==> src/rtl/rvc_imem_loader_5pl_pkg.sv <==
// Shared types and constants for the boot-time instruction-memory loader.
package rvc_imem_loader_5pl_pkg;

  // Loader FSM states, in frame order.
  typedef enum logic [2:0] {
    LDR_LEN0,
    LDR_LEN1,
    LDR_DATA,
    LDR_CSUM,
    LDR_DONE,
    LDR_ERR
  } t_ldr_state;

  // Frame header: little-endian word count.
  localparam int LDR_LEN_BYTES = 2;
  localparam int LDR_LEN_W     = 8 * LDR_LEN_BYTES;

endpackage

==> src/rtl/rvc_imem_loader_5pl_if.sv <==
// Host byte stream, I_MEM write port and boot status of the loader.
interface rvc_imem_loader_5pl_if #(
  parameter int IMEM_ADDR_W = 10
);
  logic                   ByteValid;
  logic [7:0]             ByteData;
  logic                   ByteReady;
  logic                   Restart;
  logic                   ImemWrEn;
  logic [IMEM_ADDR_W-1:0] ImemWrAddr;
  logic [31:0]            ImemWrData;
  logic                   CoreHold;
  logic                   LoadDone;
  logic                   LoadErr;

  // Host / boot controller side.
  modport master (
    output ByteValid, ByteData, Restart,
    input  ByteReady, ImemWrEn, ImemWrAddr, ImemWrData, CoreHold, LoadDone, LoadErr
  );

  // Loader side.
  modport slave (
    input  ByteValid, ByteData, Restart,
    output ByteReady, ImemWrEn, ImemWrAddr, ImemWrData, CoreHold, LoadDone, LoadErr
  );
endinterface

==> src/rtl/rvc_imem_loader_5pl.sv <==
// Boot loader: receives a length-prefixed, XOR-checksummed byte image from a
// host, writes it word by word into I_MEM from address 0 and releases the
// core from reset only once the image is complete and verified.
module rvc_imem_loader_5pl
  import rvc_imem_loader_5pl_pkg::*;
#(
  parameter int IMEM_WORDS  = 1024,
  parameter int IMEM_ADDR_W = $clog2(IMEM_WORDS)
) (
  input  logic                     Clock,
  input  logic                     Rst,
  rvc_imem_loader_5pl_if.slave     bus
);

  // Largest legal word count, one bit wider than the header so the compare cannot overflow.
  localparam logic [LDR_LEN_W:0] MAX_N = (LDR_LEN_W + 1)'(IMEM_WORDS);

  t_ldr_state             state_q;
  logic [LDR_LEN_W-1:0]   nwords_q;
  logic [IMEM_ADDR_W:0]   cnt_q;      // one extra bit: counts up to IMEM_WORDS without wrapping
  logic [1:0]             lane_q;
  logic [7:0]             csum_q;
  logic                   ready_q;
  logic                   wr_en_q;
  logic [IMEM_ADDR_W-1:0] wr_addr_q;
  logic [31:0]            wr_data_q;
  logic                   hold_q;
  logic                   done_q;
  logic                   err_q;

  logic                   take;
  logic [LDR_LEN_W-1:0]   n_full;
  logic                   too_long;
  logic                   last_word;

  assign take      = bus.ByteValid & ready_q;
  assign n_full    = {bus.ByteData, nwords_q[7:0]};
  assign too_long  = {1'b0, n_full} > MAX_N;
  assign last_word = (LDR_LEN_W'(cnt_q) + LDR_LEN_W'(1)) == nwords_q;

  // Frame parser, byte assembly and registered I_MEM write / status outputs.
  always_ff @(posedge Clock) begin
    if (!Rst) begin
      state_q   <= LDR_LEN0;
      nwords_q  <= '0;
      cnt_q     <= '0;
      lane_q    <= '0;
      csum_q    <= '0;
      ready_q   <= 1'b0;
      wr_en_q   <= 1'b0;
      wr_addr_q <= '0;
      wr_data_q <= '0;
      hold_q    <= 1'b1;
      done_q    <= 1'b0;
      err_q     <= 1'b0;
    end else begin
      wr_en_q <= 1'b0;
      case (state_q)
        LDR_LEN0: begin
          // Ready rises here on the first cycle after reset is released.
          ready_q <= 1'b1;
          if (take) begin
            nwords_q[7:0] <= bus.ByteData;
            state_q       <= LDR_LEN1;
          end
        end
        LDR_LEN1: begin
          if (take) begin
            nwords_q <= n_full;
            cnt_q    <= '0;
            lane_q   <= '0;
            if (too_long) begin
              state_q <= LDR_ERR;
              ready_q <= 1'b0;
              err_q   <= 1'b1;
            end else if (n_full == '0) begin
              state_q <= LDR_CSUM;
            end else begin
              state_q <= LDR_DATA;
            end
          end
        end
        LDR_DATA: begin
          if (take) begin
            wr_data_q[8*lane_q +: 8] <= bus.ByteData;
            csum_q                   <= csum_q ^ bus.ByteData;
            lane_q                   <= lane_q + 2'd1;
            if (lane_q == 2'd3) begin
              wr_en_q   <= 1'b1;
              wr_addr_q <= cnt_q[IMEM_ADDR_W-1:0];
              cnt_q     <= cnt_q + (IMEM_ADDR_W + 1)'(1);
              if (last_word) begin
                state_q <= LDR_CSUM;
              end
            end
          end
        end
        LDR_CSUM: begin
          if (take) begin
            ready_q <= 1'b0;
            if (bus.ByteData == csum_q) begin
              state_q <= LDR_DONE;
              done_q  <= 1'b1;
              hold_q  <= 1'b0;
            end else begin
              state_q <= LDR_ERR;
              err_q   <= 1'b1;
            end
          end
        end
        LDR_DONE, LDR_ERR: begin
          // Ready is low here, so a byte offered alongside Restart is never consumed.
          if (bus.Restart) begin
            state_q   <= LDR_LEN0;
            ready_q   <= 1'b1;
            done_q    <= 1'b0;
            err_q     <= 1'b0;
            hold_q    <= 1'b1;
            csum_q    <= '0;
            cnt_q     <= '0;
            lane_q    <= '0;
            wr_addr_q <= '0;
          end
        end
        default: state_q <= LDR_LEN0;
      endcase
    end
  end

  assign bus.ByteReady  = ready_q;
  assign bus.ImemWrEn   = wr_en_q;
  assign bus.ImemWrAddr = wr_addr_q;
  assign bus.ImemWrData = wr_data_q;
  assign bus.CoreHold   = hold_q;
  assign bus.LoadDone   = done_q;
  assign bus.LoadErr    = err_q;

endmodule
==> src/flat_wrapper.sv <==
// flat-port wrapper written by rule: the top's interface ports become plain ports
module rvc_imem_loader_5pl_flat import rvc_imem_loader_5pl_pkg::*;
#(
  parameter int IMEM_WORDS  = 1024,
  parameter int IMEM_ADDR_W = $clog2(IMEM_WORDS)
)
  (Clock, Rst, bus_ByteValid, bus_ByteData, bus_Restart, bus_ByteReady, bus_ImemWrEn, bus_ImemWrAddr, bus_ImemWrData, bus_CoreHold, bus_LoadDone, bus_LoadErr);
  rvc_imem_loader_5pl_if #(.IMEM_ADDR_W(IMEM_ADDR_W)) bus_i ();
  input  logic Clock;
  input  logic Rst;
  input wire logic [$bits(bus_i.ByteValid)-1:0] bus_ByteValid;
  input wire logic [$bits(bus_i.ByteData)-1:0] bus_ByteData;
  input wire logic [$bits(bus_i.Restart)-1:0] bus_Restart;
  output wire logic [$bits(bus_i.ByteReady)-1:0] bus_ByteReady;
  output wire logic [$bits(bus_i.ImemWrEn)-1:0] bus_ImemWrEn;
  output wire logic [$bits(bus_i.ImemWrAddr)-1:0] bus_ImemWrAddr;
  output wire logic [$bits(bus_i.ImemWrData)-1:0] bus_ImemWrData;
  output wire logic [$bits(bus_i.CoreHold)-1:0] bus_CoreHold;
  output wire logic [$bits(bus_i.LoadDone)-1:0] bus_LoadDone;
  output wire logic [$bits(bus_i.LoadErr)-1:0] bus_LoadErr;
  assign bus_i.ByteValid = bus_ByteValid;
  assign bus_i.ByteData = bus_ByteData;
  assign bus_i.Restart = bus_Restart;
  assign bus_ByteReady = bus_i.ByteReady;
  assign bus_ImemWrEn = bus_i.ImemWrEn;
  assign bus_ImemWrAddr = bus_i.ImemWrAddr;
  assign bus_ImemWrData = bus_i.ImemWrData;
  assign bus_CoreHold = bus_i.CoreHold;
  assign bus_LoadDone = bus_i.LoadDone;
  assign bus_LoadErr = bus_i.LoadErr;
  rvc_imem_loader_5pl #(.IMEM_WORDS(IMEM_WORDS), .IMEM_ADDR_W(IMEM_ADDR_W)) u_core (.Clock(Clock), .Rst(Rst), .bus(bus_i));
endmodule
==> config.mk <==
export PLATFORM = sky130hd
export DESIGN_NAME = rvc_imem_loader_5pl_flat
export DESIGN_NICKNAME = d
export VERILOG_FILES = /design/src/rtl/rvc_imem_loader_5pl_pkg.sv /design/src/rtl/rvc_imem_loader_5pl_if.sv /design/src/rtl/rvc_imem_loader_5pl.sv /design/src/flat_wrapper.sv
export SDC_FILE = /design/constraint.sdc
export NUM_CORES = 1
export LEC_CHECK = 0
export CORE_ASPECT_RATIO = 0.7
export CORE_MARGIN = 4
export CORE_UTILIZATION = 55
export CTS_BUF_LIST = sky130_fd_sc_hd__clkbuf_8 sky130_fd_sc_hd__clkbuf_16
export CTS_CLUSTER_SIZE = 30
export DETAILED_ROUTE_END_ITERATION = 7
export GPL_ROUTABILITY_DRIVEN = 0
export MAX_ROUTING_LAYER = met4
export PLACE_DENSITY = 0.8
export REMOVE_ABC_BUFFERS = 1
export SYNTH_ARGS = -nofsm -noshare
export SYNTH_HDL_FRONTEND = slang
export SYNTH_SLANG_ARGS = --single-unit
==> constraint.sdc <==
create_clock -name Clock -period 2.58 [get_ports Clock]
set_clock_uncertainty 0.1 [all_clocks]
set_input_delay 0.645 -clock Clock [delete_from_list [all_inputs] [get_ports Clock]]
set_output_delay 0.645 -clock Clock [all_outputs]
set_load 0.03 [all_outputs]
; ---- Word-level counts from Yosys, hierarchy flattened
; Index checks and enable logic that the tools add are counted.
[classes]
order_cmp = 1
bitwise_logic = 3
mux = 48
n_addsub = 4
n_reduce_logical = 20
n_shift = 2
n_eq_ne = 18
[ops]
columns = cell, n
row1 = 2-to-1 mux 11 bit, 4
row2 = negator 5 -> 34 bit, 1
row3 = "variable shift 8 x 34 -> 32 bit, first input constant", 1
row4 = variable part select 8 x 34 -> 32 bit, 1
row5 = one-hot mux 11 bit (3 select lines), 1
row6 = bitwise mux 32 bit, 1
row7 = one-hot mux 8 bit (2 select lines), 2
row8 = 2-to-1 mux 10 bit, 3
row9 = 2-to-1 mux 3 bit, 8
row10 = 2-to-1 mux 8 bit, 3
row11 = one-hot mux 10 bit (2 select lines), 1
row12 = == test 16 bit, 1
row13 = "greater-than comparator 16 x 11 -> 1 bit, second input constant", 1
row14 = logical NOT 16 bit, 1
row15 = 2-to-1 mux 1 bit, 16
row16 = "!= test 2 x 1 -> 1 bit, second input constant", 8
row17 = one-hot mux 3 bit (5 select lines), 1
row18 = "adder 11 x 1 -> 12 bit, second input constant", 1
row19 = AND reduction 4 bit, 3
row20 = "adder 11 x 1 -> 11 bit, second input constant", 1
row21 = AND reduction 5 bit, 2
row22 = AND reduction 3 bit, 3
row23 = == test 8 bit, 1
row24 = bitwise XOR 8 bit, 1
row25 = 21 further kinds, 30
[word_totals]
reg_bits = 87
out_inout_bits = 47
wordCells = 109

; ---- Depth between registers and ports, before layout
[depth]
ltp_word = 6
ltp_mapped = 8
depth_no_buf = 7

; ---- Worst setup path before layout
; Ideal clock, no wire load.
[synth_path]
path_kind = register -> register
start = register u_core.cnt_q[0]
end = register u_core.state_q[0]
arrival_ps = 1847
setup_slack_ps = 564
path_stages_with_launch = 8
period_less_slack_ps = 2016
cell_sequence = dfxtp_1 -> ha_1 -> nand3_2 -> buf_6 -> or3_1 -> a2111oi_2 -> a31oi_1 -> o21ai_1
[synth_via]
elab_chain_cells = 4
[synth_rtl]
columns = element, line_no
row1 = "start, declared", rvc_imem_loader_5pl.sv:20  ; logic [IMEM_ADDR_W:0] cnt_q;
row2 = "start signal, assigned", rvc_imem_loader_5pl.sv:91  ; cnt_q <= cnt_q + (IMEM_ADDR_W + 1)'(1);
row3 = adder 11 x 1 -> 12 bit, rvc_imem_loader_5pl.sv:39  ; assign last_word = (LDR_LEN_W'(cnt_q) + LDR_LEN_W'(1)) == nwords_q;
row4 = == test 16 bit, rvc_imem_loader_5pl.sv:39
row5 = != test 2 x 1 -> 1 bit (no source line), -
row6 = AND reduction 7 bit (no source line), -
row7 = "end signal, assigned", rvc_imem_loader_5pl.sv:44  ; state_q <= LDR_LEN0;
row8 = "end signal, assigned", rvc_imem_loader_5pl.sv:64  ; state_q <= LDR_LEN1;
row9 = "end signal, assigned", rvc_imem_loader_5pl.sv:73  ; state_q <= LDR_ERR;
row10 = "end, declared", rvc_imem_loader_5pl.sv:18  ; t_ldr_state state_q;
; Every way passes these cells.
; A chain may end at the register's enable or synchronous reset.

; ---- Final worst setup path
; Ends and elaborated chain as after synthesis.

==> results.md <==
* Status: finished clean
* Post-CTS Setup Inserts at 0
* Register bit total from synthesis at 87
* RSZ-0062 raised after global routing: false
* Synth top area cells: dfxtp_1, a21oi_1, nand2_1
* Global route overflow at 0
* Latest clock arrival within the worst-skew pair at ~0.37 ns
* Most common cell after layout, fill and taps aside: dfxtp_1
* Die boundary width at 112.2 um
* DP Worst Slack at -0.005060 ns
* Max cap viols at 0
* Worst Hold Class: reg -> reg
* Count of different cell masters after synthesis at 55
* Largest net degree at the start of global routing at 50
* Slew at the pin closest to its max-slew limit at ~0.61 ns
* First-pass GRT wire length at 19000 um
* Fin nets at a little over 600
* Peak VDD IR at between 0.2 and 0.3 mV
* Crit start category: flop
* Residual DRC at 0
* Vias/cell at around 6
* Final period utilization at 0.8810
* Reg clk slew, reported paths at about 0.090 ns
* Gate count of the mapped netlist at 518
* Footprint of the multi-input gates at approximately 2200 sq um
* Core Area at ~7400 sq um
* Hold buffer count at CTS at 0
* Longest Clk Path Bufs at 2
* Largest area contributor in the netlist: dfxtp_1
* Total power at 2499 uW
* Die height at between 80 and 90 um
* Max Fclk at roughly 440 MHz
* Synth async-reset ratio at 0
* EDFF count, synth at 0
* Vias in the first global route at between 3000 and 4000
* Vias post-DR at ~4100
* Most frequent cells in the layout: dfxtp_1, nand2_1, a21oi_1, clkdlybuf4s50_1, nand3_1
* Top-level I/O count at 59
* Buffers on Ports at 58
* Ys Warns at 0
* Synth Cell Area at 4180 sq um
* Share of the synthesized area in the top cell type at 0.4166
* Total CTS buffers at 9
* Endpoints failing hold at 0
* Drt total wl at 11840 um
* Post-cts sizing count at 0
* Pwr dens at 482.9 nW/um^2
* Pre-antenna DRT Iters at 5
* Post-layout min period at around 2.3 ns
* Critical path class: reg -> reg
* Initial Utilization at 0.5686
* Initial DRC Count at ~510
* Nature of the critical path endpoint: flop
* Static leakage at around 0.0018 uW
* Worst EP arrival at about 2.5 ns
* Full die area at 9081 sq um
* FF+latch area at between 1500 and 2000 sq um
* Clock sink count at 87
* Ant diodes at 0
* # setup viols final at 0
* Avg Inst Size Synth at roughly 8.1 sq um
* Overall Global Routing Usage at 0.2684
* H-Tree Depth at 3
* CP required at 2.78 ns
* Sequential area share after synthesis at 0.4166
* CTS root buffer: clkbuf_8
* Area Overhead vs Synth at 23.77%
* Final setup margin at between 0.3 and 0.4 ns
* Layout fillers at roughly 600
* Initial antenna violation count at 0
* Slew Limit Fails at 0
* # rows at 26
* CTS tree: done
* Primary FF master, synth: dfxtp_1
* Wire per inst at 17.21 um
* Slew headroom at 0.5842
* Layout cells sized above 1 at 0.1068
* Hpwl dp at about 8500 um
* Crit-path max FO at 7
* Antenna-violating nets left at 0
where the power goes:
| part | leakage (uW) | total (uW) | switching [uW] | internal, uW |
|---|---|---|---|---|
| logic | 0.000980 | 201 | 119 | 82.2 |
| registers | 0.000702 | 1380 | 20.2 | 1360 |
| clock network | 0.0000945 | 921 | 549 | 372 |
kinds of logic after synthesis:
group,after synthesis,share of synthesized area
AOI/OAI and AO/OA,113,0.1562
xor gates and xnor gates,21,0.04400
adders and majority gates,7,0.02095
buffers and inverters,44,0.04699
DFF,87,0.4166
muxes,17,0.04071
and+or+nand+nor,229,0.2745
synth_stat cells, types with 8 or more instances:
library cell and instances:
nor3_1 8, buf_2 10, xnor2_1 16, mux2i_1 17, nand3_1 52, a21oi_1 65
nor2_1 42, o21ai_0 20, nand2_1 73, dfxtp_1 87, clkbuf_1 22, nor3b_1 8
nand3b_1 10
critical path, cell delays in order (launching register included):
cell,delay [ns]
dfxtp_1,0.39
ha_1,0.40
nand3_2,0.20
buf_4,0.22
o21ai_0,0.16
a32oi_1,0.17
a2111oi_2,0.30
a31oi_1,0.13
o21ai_1,0.12
metrics by stage:
step,setup TNS (ns),hold WS (ns),std cells,instance area (sq um),utilization
2_1_floorplan,0,0.3522,481,4010,-
3_3_place_gp,0,0.3372,672,4989,0.6785
3_5_place_dp,-0.005060,0.3431,672,4989,0.6785
4_1_cts,0,0.3555,688,5174,0.7037
5_1_grt,0,0.3704,688,5174,0.7037
6_report,0,0.3539,688,5174,0.7037
flip-flops by register name, summed over array words and instances (netlist names):
signal                 count
u_core.bus.ByteReady       1
u_core.bus.CoreHold        1
u_core.bus.ImemWrAddr     10
u_core.bus.ImemWrData     32
u_core.bus.ImemWrEn        1
u_core.bus.LoadDone        1
u_core.bus.LoadErr         1
u_core.cnt_q              11
u_core.csum_q              8
u_core.lane_q              2
u_core.nwords_q           16
u_core.state_q             3
final cells by class:
type	count	area share
tap	98	0.02370
clock buffer	9	0.02394
clock inverter	7	0.01185
inverter	7	0.005079
sequential	87	0.3366
multi-input combinational	387	0.4334
timing repair buffer	93	0.1654
path summary, 6_finish.rpt:
| path | slack (ns) | cells past startpoint | from | end |
|---|---|---|---|---|
| max | 0.31 | 8 | u_core.cnt_q[0]$_SDFFE_PN0P_ | u_core.state_q[0]$_SDFFE_PN0P_ |
| min | 0.35 | 2 | u_core.bus.ImemWrAddr[0]$_SDFFE_PN0P_ | u_core.bus.ImemWrAddr[0]$_SDFFE_PN0P_ |
| max reg2reg | 0.31 | 8 | u_core.cnt_q[0]$_SDFFE_PN0P_ | u_core.state_q[0]$_SDFFE_PN0P_ |
| min reg2reg | 0.35 | 2 | u_core.bus.ImemWrAddr[0]$_SDFFE_PN0P_ | u_core.bus.ImemWrAddr[0]$_SDFFE_PN0P_ |
layer usage:
metal  routed length (um)  vias to the layer above  GRT usage
met4                  172                        0    0.07683
met2                 5202                      209     0.3960
met3                 1196                       21    0.06031
met1                 5270                     1956     0.3712
li1                     -                     1935          -
met5                    0                        -          -
No activity file was read; power rests on OpenSTA's default activity.
